$ cat config.mk
export PLATFORM = sky130hd
export DESIGN_NAME = instr_encoder_loader
export DESIGN_NICKNAME = d
export VERILOG_FILES = /design/src/rtl/instr_pkg.sv /design/src/rtl/instr_pack.sv /design/src/rtl/instr_encoder_loader.sv
export SDC_FILE = /design/constraint.sdc
export NUM_CORES = 1
export LEC_CHECK = 0
export CAP_MARGIN = 20
export CORE_ASPECT_RATIO = 0.8
export CORE_MARGIN = 3
export CORE_UTILIZATION = 41
export DETAILED_ROUTE_END_ITERATION = 16
export PLACE_DENSITY = 0.75
export SYNTH_ARGS = -nofsm -noshare
export SYNTH_HDL_FRONTEND = slang
export SYNTH_SLANG_ARGS = --single-unit
$ cat constraint.sdc
create_clock -name clk -period 2.9 [get_ports clk]
set_clock_uncertainty 0.1 [all_clocks]
set_input_delay 0.87 -clock clk [delete_from_list [all_inputs] [get_ports clk]]
set_output_delay 0.87 -clock clk [all_outputs]
set_load 0.02 [all_outputs]
$ cat src/rtl/instr_pkg.sv
// Shared instruction definitions: operation select, MIPS opcode/funct
// constants, loader FSM states and word-packing helpers.
// The instruction decoder uses the same opcode/funct constants.
package instr_pkg;

    typedef enum logic [3:0] {
        OP_LW   = 4'd0,
        OP_SW   = 4'd1,
        OP_J    = 4'd2,
        OP_JR   = 4'd3,
        OP_JAL  = 4'd4,
        OP_BNE  = 4'd5,
        OP_BEQ  = 4'd6,
        OP_XORI = 4'd7,
        OP_ADDI = 4'd8,
        OP_ADD  = 4'd9,
        OP_SUB  = 4'd10,
        OP_SLT  = 4'd11
    } op_e;

    localparam logic [5:0] OPC_RTYPE = 6'b000000;
    localparam logic [5:0] OPC_LW    = 6'b100011;
    localparam logic [5:0] OPC_SW    = 6'b101011;
    localparam logic [5:0] OPC_BNE   = 6'b000101;
    localparam logic [5:0] OPC_BEQ   = 6'b000100;
    localparam logic [5:0] OPC_XORI  = 6'b001110;
    localparam logic [5:0] OPC_ADDI  = 6'b001000;
    localparam logic [5:0] OPC_J     = 6'b000010;
    localparam logic [5:0] OPC_JAL   = 6'b000011;

    localparam logic [5:0] FUNCT_ADD = 6'b100000;
    localparam logic [5:0] FUNCT_SUB = 6'b100010;
    localparam logic [5:0] FUNCT_SLT = 6'b101010;
    localparam logic [5:0] FUNCT_JR  = 6'b001000;

    typedef enum logic [2:0] {
        ST_IDLE  = 3'd0,
        ST_LOAD  = 3'd1,
        ST_FLUSH = 3'd2,
        ST_DONE  = 3'd3,
        ST_ERROR = 3'd4
    } state_e;

    function automatic logic [31:0] enc_i(input logic [5:0] opc, input logic [4:0] rs,
                                          input logic [4:0] rt, input logic [15:0] imm);
        return {opc, rs, rt, imm};
    endfunction

    function automatic logic [31:0] enc_j(input logic [5:0] opc, input logic [25:0] target);
        return {opc, target};
    endfunction

    function automatic logic [31:0] enc_r(input logic [4:0] rs, input logic [4:0] rt,
                                          input logic [4:0] rd, input logic [5:0] funct);
        return {OPC_RTYPE, rs, rt, rd, 5'b00000, funct};
    endfunction

endpackage

$ cat src/rtl/instr_pack.sv
// Combinational field packer: turns an operation select plus register,
// immediate and target fields into a 32-bit MIPS word, flagging illegal ops.
// Optional macro ENC_FIELD_CHECK_EN additionally rejects JR with nonzero
// rt/rd and J/JAL targets whose low two bits are nonzero.
module instr_pack
    import instr_pkg::*;
(
    input  logic [3:0]  op,
    input  logic [4:0]  rs,
    input  logic [4:0]  rt,
    input  logic [4:0]  rd,
    input  logic [15:0] imm,
    input  logic [25:0] target,
    output logic [31:0] word,
    output logic        illegal
);

    // Select the encoding format for the requested operation; unused fields are dropped.
    always_comb begin
        word    = '0;
        illegal = 1'b0;
        case (op)
            OP_LW:   word = enc_i(OPC_LW,   rs, rt, imm);
            OP_SW:   word = enc_i(OPC_SW,   rs, rt, imm);
            OP_BNE:  word = enc_i(OPC_BNE,  rs, rt, imm);
            OP_BEQ:  word = enc_i(OPC_BEQ,  rs, rt, imm);
            OP_XORI: word = enc_i(OPC_XORI, rs, rt, imm);
            OP_ADDI: word = enc_i(OPC_ADDI, rs, rt, imm);
            OP_J: begin
                word = enc_j(OPC_J, target);
`ifdef ENC_FIELD_CHECK_EN
                illegal = (target[1:0] != 2'b00);
`endif
            end
            OP_JAL: begin
                word = enc_j(OPC_JAL, target);
`ifdef ENC_FIELD_CHECK_EN
                illegal = (target[1:0] != 2'b00);
`endif
            end
            OP_JR: begin
                word = enc_r(rs, 5'd0, 5'd0, FUNCT_JR);
`ifdef ENC_FIELD_CHECK_EN
                illegal = (rt != 5'd0) || (rd != 5'd0);
`endif
            end
            OP_ADD:  word = enc_r(rs, rt, rd, FUNCT_ADD);
            OP_SUB:  word = enc_r(rs, rt, rd, FUNCT_SUB);
            OP_SLT:  word = enc_r(rs, rt, rd, FUNCT_SLT);
            default: illegal = 1'b1;
        endcase
    end

endmodule

$ cat src/rtl/instr_encoder_loader.sv
// Instruction encoder/loader: accepts symbolic instructions on a valid/ready
// stream, packs them into MIPS words and writes them sequentially into
// instruction memory through a 2-entry buffered write port.
// Optional macro ENC_FIELD_CHECK_EN enables extra JR/J/JAL field checks.
module instr_encoder_loader
    import instr_pkg::*;
#(
    parameter int                ADDR_W    = 12,
    parameter logic [ADDR_W-1:0] BASE_ADDR = '0
) (
    input  logic              clk,
    input  logic              rst_n,
    input  logic              start,
    input  logic              in_valid,
    output logic              in_ready,
    input  logic [3:0]        in_op,
    input  logic [4:0]        in_rs,
    input  logic [4:0]        in_rt,
    input  logic [4:0]        in_rd,
    input  logic [15:0]       in_imm,
    input  logic [25:0]       in_target,
    input  logic              in_last,
    output logic              mem_we,
    input  logic              mem_ready,
    output logic [ADDR_W-1:0] mem_addr,
    output logic [31:0]       mem_wdata,
    output logic [ADDR_W-2:0] count,
    output logic              done,
    output logic              err,
    output logic              wrap
);

    state_e       state;
    logic [31:0]  pack_word;
    logic         pack_illegal;

    logic [31:0]  fifo_data [2];
    logic         wr_ptr;
    logic         rd_ptr;
    logic [1:0]   fifo_cnt;
    logic         fifo_full;
    logic         fifo_empty;

    logic         accept;
    logic         push;
    logic         pop;
    logic         discard;
    logic [ADDR_W:0] addr_next;

    instr_pack u_pack (
        .op      (in_op),
        .rs      (in_rs),
        .rt      (in_rt),
        .rd      (in_rd),
        .imm     (in_imm),
        .target  (in_target),
        .word    (pack_word),
        .illegal (pack_illegal)
    );

    assign fifo_full  = (fifo_cnt == 2'd2);
    assign fifo_empty = (fifo_cnt == 2'd0);
    assign in_ready   = (state == ST_LOAD) && !fifo_full;
    assign accept     = in_valid && in_ready;
    assign push       = accept && !pack_illegal;
    assign mem_we     = !fifo_empty;
    assign pop        = mem_we && mem_ready;
    assign mem_wdata  = fifo_data[rd_ptr];
    // A restart from ERROR abandons the old program, so leftover words are dropped.
    assign discard    = (state == ST_ERROR) && start;
    // Extra top bit is the carry out that marks an address wrap-around.
    assign addr_next  = {1'b0, mem_addr} + (ADDR_W+1)'(4);

    // Two-entry write buffer; the head entry drives the memory write port.
    always_ff @(posedge clk or negedge rst_n) begin
        if (!rst_n) begin
            wr_ptr       <= 1'b0;
            rd_ptr       <= 1'b0;
            fifo_cnt     <= 2'd0;
            fifo_data[0] <= '0;
            fifo_data[1] <= '0;
        end else if (discard) begin
            wr_ptr   <= 1'b0;
            rd_ptr   <= 1'b0;
            fifo_cnt <= 2'd0;
        end else begin
            if (push) begin
                fifo_data[wr_ptr] <= pack_word;
                wr_ptr            <= ~wr_ptr;
            end
            if (pop) begin
                rd_ptr <= ~rd_ptr;
            end
            case ({push, pop})
                2'b10:   fifo_cnt <= fifo_cnt + 2'd1;
                2'b01:   fifo_cnt <= fifo_cnt - 2'd1;
                default: fifo_cnt <= fifo_cnt;
            endcase
        end
    end

    // Session FSM with registered status outputs and the write-address/count tracker.
    always_ff @(posedge clk or negedge rst_n) begin
        if (!rst_n) begin
            state    <= ST_IDLE;
            mem_addr <= BASE_ADDR;
            count    <= '0;
            done     <= 1'b0;
            err      <= 1'b0;
            wrap     <= 1'b0;
        end else begin
            done <= 1'b0;
            if (pop) begin
                mem_addr <= addr_next[ADDR_W-1:0];
                count    <= count + (ADDR_W-1)'(1);
                if (addr_next[ADDR_W]) begin
                    wrap <= 1'b1;
                end
            end
            case (state)
                ST_IDLE: begin
                    if (start) begin
                        state    <= ST_LOAD;
                        mem_addr <= BASE_ADDR;
                        count    <= '0;
                        err      <= 1'b0;
                        wrap     <= 1'b0;
                    end
                end
                ST_LOAD: begin
                    if (accept) begin
                        if (pack_illegal) begin
                            err   <= 1'b1;
                            state <= ST_ERROR;
                        end else if (in_last) begin
                            state <= ST_FLUSH;
                        end
                    end
                end
                ST_FLUSH: begin
                    if (fifo_empty) begin
                        state <= ST_DONE;
                        done  <= 1'b1;
                    end
                end
                ST_DONE: begin
                    state <= ST_IDLE;
                end
                ST_ERROR: begin
                    if (start) begin
                        state    <= ST_LOAD;
                        mem_addr <= BASE_ADDR;
                        count    <= '0;
                        err      <= 1'b0;
                        wrap     <= 1'b0;
                    end
                end
                default: begin
                    state <= ST_IDLE;
                end
            endcase
        end
    end

endmodule

Word-level counts from Yosys, hierarchy flattened
Index checks and enable logic that the tools add are counted.

cells by class
  add/subtract/negate cells = 4
  $lt $le $gt $ge = 3
  equal/unequal tests = 22
  muxes and demuxes = 35
  bitwise operators = 5
  reduce and logical (&&, ||, !) cells = 20

operators with widths
  cell                                                                   count
  32-bit case mux with 12 select lines                                   1
  32-bit two-way mux                                                     4
  64-bit bitwise mux                                                     1
  12-bit two-way mux                                                     3
  11-bit two-way mux                                                     3
  32-bit demux with 1-bit select                                         1
  4-bit by 3-bit equality test with 1-bit output, second input constant  4
  4-bit equality test, second input constant                             4
  3-bit two-way mux                                                      5
  12-bit by 3-bit adder with 13-bit output, second input constant        1
  1-bit two-way mux                                                      13
  12-bit OR reduction                                                    1
  11-bit by 1-bit adder with 11-bit output, second input constant        1
  3-bit case mux with 3 select lines                                     1
  4-bit by 2-bit equality test with 1-bit output, second input constant  2
  4-bit AND reduction                                                    2
  1-bit logical AND                                                      6
  2-bit != test, second input constant                                   3
  2-bit nonzero test                                                     3
  2-bit equality test, second input constant                             2
  4-bit by 1-bit equality test with 1-bit output, second input constant  1
  2-bit >= comparator, second input constant                             2
  4-bit logical NOT                                                      1
  1-bit inverter with 2-bit output                                       2
  19 further kinds                                                       22

word-level totals
  register bits after elaboration = 97
  input bits = 67
  output and inout bits = 60
  word-level logic and storage cells = 100

Depth between registers and ports, before layout
Gate-level depths: netlist of the first run.

  depth after elaboration = 8
  depth in mapped cells = 8
  depth with buffers taken out = 5

Modules after synthesis
From an unflattened synthesis of the first run, not the netlist that was laid out.

second synthesis, totals
  cell total of the unflattened synthesis = 446
  area total of the unflattened synthesis = 5,250.0 um^2

modules (own cells, without submodules)
  module                times used  cells an instance  area each (um^2)  sequential area each (um^2)
  instr_encoder_loader  1           345                4,519.3           2,377.3
  instr_pack            1           101                730.7             0.0

Worst setup path after synthesis of the first run
OpenSTA, ideal clock, no wires.

  kind = input to register
  start point = input in_op[1]
  end point = register fifo_data[48] in the netlist's numbering
  library setup time = 125 ps
  arrival = 2,163 ps
  required time = 2,675 ps
  path slack = 512 ps
  stages on the path = 7
  buffers on the path = 3
  path through = buf_2 buf_2 clkinv_1 o21a_1 clkbuf_1 o2bb2ai_1 mux2_2

on the way
  word-level cells in the longest chain between the ends = 4
  elaborated cells on any way between the ends = 17
  those cells by class = eq/ne (11); mux (2); reduce/logical (4)

ends and longest elaborated chain
  item                                                                    line                        source
  start, declared                                                         instr_encoder_loader.sv:16  input logic [3:0] in_op,
  4-bit by 1-bit equality test with 1-bit output (tied with other cells)  instr_pack.sv:22            case (op)
  12-bit OR reduction (no line)                                           -
  1-bit logical AND                                                       instr_encoder_loader.sv:65  assign push = accept && !pack_illegal;
  2-bit AND reduction (no line)                                           -
  end signal, assigned by index                                           instr_encoder_loader.sv:88  fifo_data[wr_ptr] <= pack_word;
  end, declared                                                           instr_encoder_loader.sv:37  logic [31:0] fifo_data [2];

Several ways; a longest one is shown, not always the timed one.
A chain may end at the register's enable or synchronous reset.

Worst setup path in the final report of the first run
  start point = register rd_ptr
  end point = output mem_wdata[31]

on the way
  word-level cells in the longest chain between the ends = 4

ends and longest elaborated chain
  item                                                    line                        source
  start, declared                                         instr_encoder_loader.sv:39  logic rd_ptr;
  start signal, assigned                                  instr_encoder_loader.sv:92  rd_ptr <= ~rd_ptr;
  1-bit inverter with 2-bit output (implied by the code)  instr_encoder_loader.sv:68  assign mem_wdata = fifo_data[rd_ptr];
  32-bit two-way mux (implied by the code) (3 in series)  instr_encoder_loader.sv:68
  end, declared                                           instr_encoder_loader.sv:26  output logic [31:0] mem_wdata,

No other way between the ends. The select of a mux whose other input is x is not followed.

==> results.md, run 1 <==
| Result | This run |
| --- | --- |
| Portion of the clock cycle consumed by the worst path in the final layout | 0.982 |
| Most area-consuming cells after synthesis | sky130_fd_sc_hd__dfrtp_1 (44%), sky130_fd_sc_hd__mux2_2 (12%), sky130_fd_sc_hd__nand2_1 (5.6%), sky130_fd_sc_hd__o22a_1 (2.6%), sky130_fd_sc_hd__nor2_1 (2.3%) |
| IR drop worst, VDD | 0.000478 V |
| Final-report max-slew violation count | 0 |
| Endpoint kind of the worst setup timing path | output pin |
| Category of the worst setup path launch point | register |
| Start point of the worst hold path | fifo_data[26] |
| Final estimated routing congestion in global placement | 0.894 |
| Top layer used by detailed routing | met4 |
| Setup Total Neg Slack | 0 ps |
| Reg-to-reg endpoint | fifo_data[33] |
| Outcome | complete, no violations |
| Top_reg_cell synth | sky130_fd_sc_hd__dfrtp_1 |
| Sequential group share of total power | 0.331 |
| Hold WC Path Type | register to register |
| Worst path arrival time | 1880 ps |
| Final net count | 735 |
| Maximum fanout count along the critical path | 21 |
| Starting Density | 0.430 |
| Core area | 12400 sq um |
| Peak clock frequency supported by timing | 351 MHz |
| Post-layout min period | 2850 ps |
| Net switching component of the power | 2.31 mW |
| Startpoint of the worst-slack reg-to-reg timing path | state[1] |
| Most instantiated cells after synthesis | sky130_fd_sc_hd__dfrtp_1 (93), sky130_fd_sc_hd__nand2_1 (79), sky130_fd_sc_hd__mux2_2 (57), sky130_fd_sc_hd__nor2_1 (33) |
| Maximum level of the CTS H-tree | 3 |
| Global-route wire length before repair | 24700 um |
| Count of routing violations after the opening detailed-route iteration | 308 |
| Total Routed Length | 15200 um |
| PwrDens | 887 nW/um^2 |
| Setup bufs post-CTS | 0 |
| Hold Path Sink | fifo_data[26] |
| Die ar. | 14400 sq um |
| Clock net sink count | 93 |
| Endpoints failing hold | 0 |
| Aggregate global routing overflow | 0 |
| Detailed-route vias per instance | 5.74 |
| Setup slack after layout | 52.2 ps |
| Routed length on met2 | 7370 um |
| Unrepaired setup endpoints after global routing | no |
| Net Sw Frac | 0.362 |
| Number of antenna repair diodes | 0 |
| Inserted Clock Buffers | 9 |
| Initial antenna violation count | 0 |
| R2R depth | 5 |
| Area share of the leading cell type in the synthesized netlist | 0.436 |
| Std-Cell Rows | 36 |
| Max clock buf depth | 2 |
| Pin count of the biggest net entering global routing | 55 |
| Number of nets still failing antenna checks after routing | 0 |
| Met3 wirelength from detailed routing | 796 um |
| CP Data Required Time | 1930 ps |
| Post-detail-place hpwl | 10900 um |
| Ports | 127 |
| Fraction of the yosys area taken by sequential cells | 0.436 |
| Via count | 4834 |
| Worst rel slew slack | 0.407 |
| Clock slew at reported path FFs | 70 ps |
| Setup Crit Path Kind | register to output pin |
| P_leak | 2.91 nW |
| CTS tree | built |
| Die Span Y | 108 um |
| Detailed-routing wirelength on met1 | 6590 um |
| Hold buffer count at CTS | 0 |
| Part of the power in combinational logic | 0.477 |
| Vias in the first global route | 4939 |
| Average wire length per cell after detail routing | 18.0 um |
| Cell count after synthesis | 545 |
| Most repeated cell in the gate-level netlist after synthesis | sky130_fd_sc_hd__dfrtp_1 |
| Clock insertion delay at the later pin of the skew report | 350 ps |
| Slew at the pin with the worst max-slew slack | 883 ps |
| Total DRC errors in the routed layout | 0 |
| Synthesized area divided by synthesized cell count | 9.80 sq um |
| Final setup violating endpoints | 0 |
| Worst Hold Depth | 2 |
| Power share of the clock group | 0.192 |
| Cell-internal power | 4.08 mW |
| Max Cap Viol | 0 |
| Area added between synthesis and finish | 35.0% |
| Reg2Reg Setup Slack | 870 ps |
| DRT Pass-1 Iters | 5 |
| Post-place setup slack | 10.7 ps |
| Ys Warns | 0 |
| Overall global routing resource usage | 0.212 |
| Root Driver | sky130_fd_sc_hd__clkbuf_16 |
| Port-buffer cells | 123 |
| Register bit count reported by yosys | 93 |
| Cell area after synthesis | 5340 sq um |
| Netlist cell types | 64 |
| Ys async rst share | 1.00 |
| Share of final-layout standard cells stronger than drive strength 1 | 0.177 |
| Gates resized, CTS repair | 1 |
| EDFF count, synth | 0 |
| Most area-hungry cell type in the Yosys netlist | sky130_fd_sc_hd__dfrtp_1 |
| Die X | 134 um |
state kept, by name (all words and copies together) (netlist names):
signal / cells
err: 1
fifo_cnt: 2
fifo_data: 62
done: 1
rd_ptr: 1
wrap: 1
state: 3
mem_addr: 10
wr_ptr: 1
count: 11
per-layer routing:
metal | track usage | up-vias
li1 | - | 2249
met3 | 0.0549 | 34
met5 | 0 | -
met1 | 0.273 | 2388
met4 | 0.0756 | 0
met2 | 0.350 | 163
cell type report:
type                    instances  area, sq um
fillers                      1055         5230
well taps                     171          214
multi-input cells             403         2800
clock inverters                 5         57.6
inverters                       6         22.5
flip-flops and latches         93         2330
clock buffers                  11          253
repair buffers                153         1530
worst max-delay path by stage:
stage	from	to	slack (ps)	cells after the start
3_3_place_gp	in_op[1]	fifo_data[10]	30	7
4_1_cts	rd_ptr	mem_wdata[25]	20	3
3_5_place_dp	in_op[1]	fifo_data[38]	10	7
2_1_floorplan	in_op[1]	fifo_data[48]	510	7
5_1_grt	rd_ptr	mem_wdata[29]	0.1	3
6_report	rd_ptr	mem_wdata[31]	50	3
power by group through the flow:
stage	logic, mW	clock network (mW)	registers [mW]
final	3.05	1.23	2.12
after global routing	3.27	1.31	2.19
after CTS	3.07	1.26	2.11
after detailed placement	3.06	0	2.14
after global placement	3.00	0	2.09
after floorplan	1.84	0	2.05
worst max-delay path, stage by stage (launching register included):
cell and delay (ps):
sky130_fd_sc_hd__dfrtp_1 390, sky130_fd_sc_hd__buf_12 200, sky130_fd_sc_hd__mux2_2 390, sky130_fd_sc_hd__clkdlybuf4s50_1 550
cells in the final DEF, fill, tap and decap left out, types with 3 or more instances in the layout:
cell / n
sky130_fd_sc_hd__a211oi_1: 4
sky130_fd_sc_hd__a21o_1: 3
sky130_fd_sc_hd__a21oi_1: 22
sky130_fd_sc_hd__a221o_1: 5
sky130_fd_sc_hd__a221oi_1: 8
sky130_fd_sc_hd__a2bb2oi_1: 3
sky130_fd_sc_hd__a311oi_1: 8
sky130_fd_sc_hd__a32oi_1: 8
sky130_fd_sc_hd__buf_12: 6
sky130_fd_sc_hd__buf_4: 25
sky130_fd_sc_hd__clkbuf_16: 9
sky130_fd_sc_hd__clkdlybuf4s50_1: 117
sky130_fd_sc_hd__conb_1: 3
sky130_fd_sc_hd__dfrtp_1: 93
sky130_fd_sc_hd__dlymetal6s2s_1: 3
sky130_fd_sc_hd__inv_1: 5
sky130_fd_sc_hd__mux2_2: 57
sky130_fd_sc_hd__mux2i_1: 3
sky130_fd_sc_hd__nand2_1: 79
sky130_fd_sc_hd__nand2b_1: 9
sky130_fd_sc_hd__nand3_1: 4
sky130_fd_sc_hd__nand4_1: 9
sky130_fd_sc_hd__nor2_1: 33
sky130_fd_sc_hd__nor2b_1: 8
sky130_fd_sc_hd__nor3_1: 8
sky130_fd_sc_hd__nor4_1: 5
sky130_fd_sc_hd__o211ai_1: 8
sky130_fd_sc_hd__o21a_1: 4
sky130_fd_sc_hd__o21ai_0: 17
sky130_fd_sc_hd__o21ai_1: 6
sky130_fd_sc_hd__o22a_1: 16
sky130_fd_sc_hd__o22ai_1: 5
sky130_fd_sc_hd__o2bb2ai_1: 5
sky130_fd_sc_hd__or3b_2: 5
sky130_fd_sc_hd__xnor2_1: 14
sky130_fd_sc_hd__xor2_1: 7
cell families after synthesis:
group,count (synthesis),synth area share
xor+xnor,21,0.0344
compound gates,139,0.190
other cells,1,0.000702
flops,93,0.436
buf+inv,51,0.0433
simple gates,178,0.165
mux,60,0.126
fa+ha+maj,2,0.00469
through the flow:
stage	cell area [sq um]	cells	total power [mW]	utilization	hold slack, ps
floorplan	5350	547	3.90	-	338
global placement	6890	826	5.08	0.554	353
detailed placement	6890	826	5.20	0.554	357
CTS	7200	842	6.45	0.579	375
global route	7210	842	6.76	0.580	403
finish	7210	842	6.39	0.580	376
No activity file was read; power rests on OpenSTA's default activity.
==> inputs of run 2 (changes only) <==
- GPL_ROUTABILITY_DRIVEN: default -> 0
==> results of run 2 <==
The final DEF is identical to that of run 1; final timing and power are the same.
